<file path="config.mk">
export PLATFORM = sky130hd
export DESIGN_NAME = shift_add_mult
export DESIGN_NICKNAME = d
export VERILOG_FILES = /design/src/rtl/shift_add_mult_pkg.sv /design/src/rtl/shift_rotator.sv /design/src/rtl/shift_add_mult.sv
export SDC_FILE = /design/constraint.sdc
export NUM_CORES = 1
export LEC_CHECK = 0
export ABC_AREA = 1
export CAP_MARGIN = 0
export CORE_MARGIN = 2
export CORE_UTILIZATION = 60
export CTS_BUF_LIST = sky130_fd_sc_hd__clkbuf_4
export CTS_CLUSTER_SIZE = 8
export DETAILED_ROUTE_END_ITERATION = 10
export PLACE_DENSITY = 0.87
export REMOVE_ABC_BUFFERS = 1
export SYNTH_ARGS = -nofsm -noshare
export SYNTH_HDL_FRONTEND = slang
export SYNTH_SLANG_ARGS = --single-unit
</file>
<file path="constraint.sdc">
create_clock -name clk -period 5.15 [get_ports clk]
set_input_delay 1.03 -clock clk [delete_from_list [all_inputs] [get_ports clk]]
set_output_delay 1.03 -clock clk [all_outputs]
set_load 0.005 [all_outputs]
</file>
<file path="src/rtl/shift_add_mult_pkg.sv">
// Shared definitions for the zero-skipping shift/add multiplier:
// operand width, FSM state encoding and the lowest-set-bit encoder.
package shift_add_mult_pkg;

    localparam int W = 16;

    typedef enum logic [1:0] {
        IDLE = 2'd0,
        RUN  = 2'd1,
        DONE = 2'd2
    } state_t;

    // Index of the lowest set bit; returns 0 when no bit is set.
    function automatic logic [3:0] lsb_index(input logic [W-1:0] v);
        logic [3:0] idx;
        idx = '0;
        for (int i = W - 1; i >= 0; i--) begin
            if (v[i]) idx = 4'(i);
        end
        return idx;
    endfunction

endpackage

</file>
<file path="src/rtl/shift_rotator.sv">
// Combinational 16-bit barrel stage: logical shift left, or rotate left
// when rotate=1.
module shift_rotator
    import shift_add_mult_pkg::*;
(
    input  logic [W-1:0] src,
    input  logic [3:0]   amt,
    input  logic         rotate,
    output logic [W-1:0] res
);

    logic [2*W-1:0] wide;

    // Upper half of the doubled word shifted left is the left rotation.
    assign wide = {src, src} << amt;
    assign res  = rotate ? wide[2*W-1:W] : (src << amt);

endmodule

</file>
<file path="src/rtl/shift_add_mult.sv">
// Iterative unsigned 16x16->32 multiplier: one partial product per set bit
// of the multiplier, formed by two shift_rotator instances.
module shift_add_mult
    import shift_add_mult_pkg::*;
(
    input  logic           clk,
    input  logic           rst_n,
    input  logic           start,
    input  logic [W-1:0]   a,
    input  logic [W-1:0]   b,
    output logic           busy,
    output logic           done,
    output logic [2*W-1:0] prod
);

    state_t         state, state_next;
    logic [W-1:0]   a_reg, mask, mask_next;
    logic [2*W-1:0] acc, acc_sum, pp;
    logic [3:0]     k;
    logic [W-1:0]   shl, rot;

    assign k = lsb_index(mask);

    shift_rotator u_shl (.src(a_reg), .amt(k), .rotate(1'b0), .res(shl));
    shift_rotator u_rot (.src(a_reg), .amt(k), .rotate(1'b1), .res(rot));

    // rot ^ shl isolates the bits wrapped around, i.e. a_reg >> (16-k).
    assign pp        = {rot ^ shl, shl};
    assign acc_sum   = acc + pp;
    assign mask_next = mask & (mask - 1'b1);

    // NOTE: every always_comb output gets a default first so no path leaves
    // it unassigned and no latch is inferred.
    always_comb begin
        state_next = state;
        busy       = 1'b0;
        done       = 1'b0;
        case (state)
            IDLE: begin
                if (start) state_next = (b != '0) ? RUN : DONE;
            end
            RUN: begin
                busy = 1'b1;
                if (mask_next == '0) state_next = DONE;
            end
            DONE: begin
                busy       = 1'b1;
                done       = 1'b1;
                state_next = IDLE;
            end
            default: state_next = IDLE;
        endcase
    end

    // NOTE: sequential state uses non-blocking assignments so every register
    // samples pre-edge values regardless of statement order.
    always_ff @(posedge clk or negedge rst_n) begin
        if (!rst_n) begin
            state <= IDLE;
        end else begin
            state <= state_next;
        end
    end

    always_ff @(posedge clk or negedge rst_n) begin
        if (!rst_n) begin
            a_reg <= '0;
            mask  <= '0;
            acc   <= '0;
            prod  <= '0;
        end else begin
            case (state)
                IDLE: begin
                    if (start) begin
                        a_reg <= a;
                        mask  <= b;
                        acc   <= '0;
                        // A zero multiplier completes without any RUN cycle.
                        if (b == '0) prod <= '0;
                    end
                end
                RUN: begin
                    acc  <= acc_sum;
                    mask <= mask_next;
                    if (mask_next == '0) prod <= acc_sum;
                end
                default: ;
            endcase
        end
    end

endmodule

</file>
* Word level (Yosys, flattened, before mapping)
Cells that the tools add are included.
** Cells by class
- Muxes and demuxes :: 30
- Reductions and logical operators :: 10
- Shifts and indexed selects :: 2
- Add/sub/neg operators :: 2
- Bitwise logic cells :: 2
- Equality and inequality tests :: 5
** Operators by type and width (count)
- $mux 32 :: 4
- $pmux 32 s2 :: 2
- $mux 4 :: 16
- $add 32x32->32 :: 1
- $logic_not 16->1 :: 2
- $pmux 16 s2 :: 1
- $shl 32x4->32 :: 1
- $and 16x16->16 :: 1
- $mux 16 :: 1
- $reduce_bool 16->1 :: 1
- $shl 16x4->16 :: 1
- $sub 16x1->16 const B :: 1
- $xor 16x16->16 :: 1
- $mux 2 :: 3
- $ne 2x2->1 const B :: 3
- $reduce_and 2->1 :: 3
- $pmux 2 s2 :: 1
- $reduce_and 4->1 :: 1
- $eq 2x1->1 const B :: 1
- $eq 2x2->1 const B :: 1
- $logic_not 2->1 :: 1
- $mux 1 :: 2
- $reduce_bool 2->1 :: 1
- $reduce_or 2->1 :: 1
** Storage, ports and cells
- Output and inout bits :: 34
- Register bits after elaboration :: 98

* Longest topological paths before layout
- Depth after elaboration :: 21
- Mapped depth :: 39
- Depth with buffers taken out :: 38

* By module
Synthesis repeated with hierarchy kept, for this count alone.
** Second synthesis, totals
- Cells, all modules :: 1389
- Area, all modules :: 9023.7 um^2
** Modules (own cells, without submodules)
- shift_add_mult :: cells each 957, area each 6653.9 um^2, times used 1
- shift_rotator :: cells each 216, area each 1184.9 um^2, times used 2

* Worst setup path after synthesis
OpenSTA, ideal clock, no wires.
- Path kind :: reg2reg
- Start point :: register mask[13]
- End point :: register acc[28]
- Arrival time :: 3.648 ns
- Data required time :: 5.033 ns
- Setup time :: 0.117 ns
- Clock period less this slack :: 3.765 ns
- Buffers on the path :: 1
- Cell stages (with the launch flop) :: 38
- Slack :: 1.385 ns
- Cells stage by stage :: dfrtp_1 > inv_1 > nand2_1 > nand2_1 > nand2_1 > nand2_1 > nand2_1 > nand2_1 > nand2_1 > nand2_1 > nand2_1 > nand2_1 > nand2_1 > nand2_1 > nand2_1 > nand2_1 > buf_2 > nand3_1 > [... 2 more ...] > nor2_1 > ha_1 > inv_1 > fa_1 > inv_1 > nand3_1 > a21oi_1 > nor2_1 > o21ai_1 > nand3_1 > nand4_1 > a21boi_1 > o21ai_1 > nand2_1 > nand2_1 > nor2_1 > nand2_1 > nand2_1
** Between the ends
- Longest elaborated chain between the ends :: 18
** Ends and longest elaborated chain
- start: declaration :: line shift_add_mult.sv:17 : logic [W-1:0] a_reg, mask, mask_next;
- start signal: assignment :: line shift_add_mult.sv:84 : mask <= mask_next;
- $mux 4 (*) (14 in series) :: line shift_add_mult_pkg.sv:18 : if (v[i]) idx = 4'(i);
- $shl 32x4->32 / $shl 16x4->16 (equally long branches)
- $xor 16x16->16 :: line shift_add_mult.sv:28 : assign pp = {rot ^ shl, shl};
- $add 32x32->32 (*) :: line shift_add_mult.sv:29 : assign acc_sum = acc + pp;
- $pmux 32 s2 (*) :: line shift_add_mult.sv:72 : case (state)
- end signal: assignment :: line shift_add_mult.sv:83 : acc <= acc_sum;
- end: declaration :: line shift_add_mult.sv:18 : logic [2*W-1:0] acc, acc_sum, pp;
Mark *: on every way between the ends. The rest lies on a longest branch, timed or not.
A chain may end at the register's enable or synchronous reset.

* Worst setup path after layout
- Start point :: register mask[14]
- End point :: register acc[30]
** Between the ends
- Longest elaborated chain between the ends :: 19
** Ends and longest elaborated chain (line)
- $mux 4 (*) (15 in series) :: shift_add_mult_pkg.sv:18
- $shl 32x4->32 / $shl 16x4->16 (equally long branches)
- $xor 16x16->16 :: shift_add_mult.sv:28
- $add 32x32->32 (*) :: shift_add_mult.sv:29
- $pmux 32 s2 (*) :: shift_add_mult.sv:72
Marks and branches as above.

==> results.tsv <==
metric	value	unit
status	finished clean	
worst min path class	flop to flop	
max cap viols	0	
unrepaired setup endpoints after global routing	no	
Starting Density	0.608	
CTS root buf	clkbuf_4	
drt pass-1 iters	8	
worst setup margin	613	ps
top cells by area, synth	dfrtp_1 (36%), nand2_1 (19%), nand3_1 (7.3%)	
crit path DAT	4970	ps
initial antenna violation count	0	
Worst-Margin Slew	831	ps
number of global-route vias before repair	6637	
die width	111	um
# Post-CTS Setup Buffers	0	
DRC Markers	0	
Avg Inst Size Synth	6.69	sq um
Main synth FF type	dfrtp_1	
Total Wirelength	18.3	mm
cell taking the most area after synthesis	dfrtp_1	
Worst Hold Slack	488	ps
Post-synth EDFFs	0	
H-tree levels	3	
Setup violations, final	0	
register area	2450	sq um
Final Cycle Share	0.881	
Via Count	6973	
Max stage delay on crit path	460	ps
Routed wire per std cell	15.0	um
Startpoint Class	flop	
final setup TNS	0	ps
WP data required	5590	ps
ANT cells	0	
GP Congestion	0.963	
Num CTS Buffers	9	
Worst-path clk slew	160	ps
max-slew violations	0	
I/O pins	69	
Slew headroom	0.446	
DIE AREA	12300	sq um
synthesized area	6850	sq um
grt total ovfl	0	
CORE AREA	11300	sq um
Top cell by count, worst path	nand2_1	
TritonCTS clock tree	yes	
reg2reg start	mask[14]	
final hold vios	0	
IO buf count	68	
biggest regs	acc: 32 flops, prod: 32 flops	
Synth Warn #	0	
Multi-input gate area	3950	sq um
pre-CTS setup slack	715	ps
top cell type's share of synthesized area	0.358	
critical path type	flop to flop	
die span in y	111	um
CP Capture Type	flop	
hold_buf cts	0	
Final #Nets	1145	
post-route minimum period	4540	ps
DP HPWL	13.5	mm
Critical Path Source	mask[14]	
hold path start	prod[31]	
Layout Skew	30.3	ps
Syn Inst Count	1024	
first-pass GRT wire length	31.3	mm
FP Rows	39	
Synth Register Bits	98	
count of cell types in the netlist	47	
Area Growth Syn to Fin	13.0	%
Avg Vias per Cell	5.71	
CTS Buffer Depth	2	
Hold Path Depth	2	
GRT Overall Usage	0.311	
register area share after synthesis	0.358	
ANT nets after route	0	
clk sink count	98	
Max Freq	220	MHz
asr flop ratio synth	1.00	
post_cts resized	0	
reg2reg path depth	36	
slowest CP cell	nand2_1	
layout cells sized above 1	0.0445	
largest net degree at the start of global routing	56	
Clock Latency Late Sink	520	ps
CP max FO	19	
Fill cells	1007	
drt first-iter violations	630	
cells in the mapped netlist (3+ instances only):
| cell type | number |
|---|---|
| clkbuf_1 | 28 |
| nor4_1 | 7 |
| dfrtp_1 | 98 |
| a21oi_1 | 64 |
| buf_2 | 4 |
| buf_1 | 4 |
| nor3_1 | 9 |
| nand2_1 | 355 |
| inv_1 | 69 |
| ha_1 | 35 |
| inv_2 | 11 |
| nand3_1 | 100 |
| o21ai_1 | 35 |
| o21ai_0 | 51 |
| nand4_1 | 7 |
| xor2_1 | 3 |
| o21a_1 | 8 |
| o22ai_1 | 8 |
| a31oi_1 | 4 |
| o21bai_1 | 3 |
| nor2_1 | 89 |
cells by family after synthesis:
| logic type | count (synthesis) | share of synthesized area |
|---|---|---|
| compound gates | 187 | 0.149 |
| xor+xnor | 5 | 0.00639 |
| fa+ha+maj | 36 | 0.0668 |
| buf+inv | 118 | 0.0675 |
| flops | 98 | 0.358 |
| simple gates | 580 | 0.353 |
critical path, delay by kind of cell, from the launching register on:
| kind | cells | cell delay (ps) |
|---|---|---|
| AND/OR/NAND/NOR | 26 | 2430 |
| AO/OA/AOI/OAI | 4 | 840 |
| adder cells (fa/ha/maj) | 2 | 520 |
| flip-flops | 1 | 410 |
| buffers and inverters | 4 | 280 |
placed cells by master (no fill, tap or decap), drive strengths merged, types with 11 or more instances in the layout:
cell	n
o21ai	87
clkdlybuf4s50	67
nor2	92
nand2	357
a21oi	64
inv	83
dfrtp	98
nor3	11
nand3	101
ha	35
per-stage QoR:
step | cells | utilization | area (sq um)
floorplan | 986 | - | 6690
global placement | 1206 | 0.677 | 7630
detailed placement | 1206 | 0.677 | 7630
CTS | 1222 | 0.687 | 7750
global route | 1222 | 0.687 | 7750
finish | 1222 | 0.687 | 7750
area by class of cell:
type	count	area share
sequential	98	0.317
multi-input combinational	808	0.510
timing repair buffer	77	0.0963
inverter	80	0.0388
clock buffer	9	0.00872
tap	143	0.0231
clock inverter	7	0.00678
layer usage:
metal,part of all wire,vias up,global-route usage
met5,0,-,0
met4,0.013,0,0.0908
met3,0.069,23,0.0640
met2,0.46,245,0.501
met1,0.45,3214,0.428
li1,-,3491,-
path summary, 6_finish.rpt:
path	slack (ps)	to
worst max-delay path	610	acc[30]
worst min-delay path	490	prod[31]
worst max register to register	610	acc[30]
worst min register to register	490	prod[31]
max in group asynchronous	3530	a_reg[11]
min in group asynchronous	540	prod[14]
Power is not shown: default switching activity piles up to over one toggle a cycle in this logic, so the estimate is an artifact.
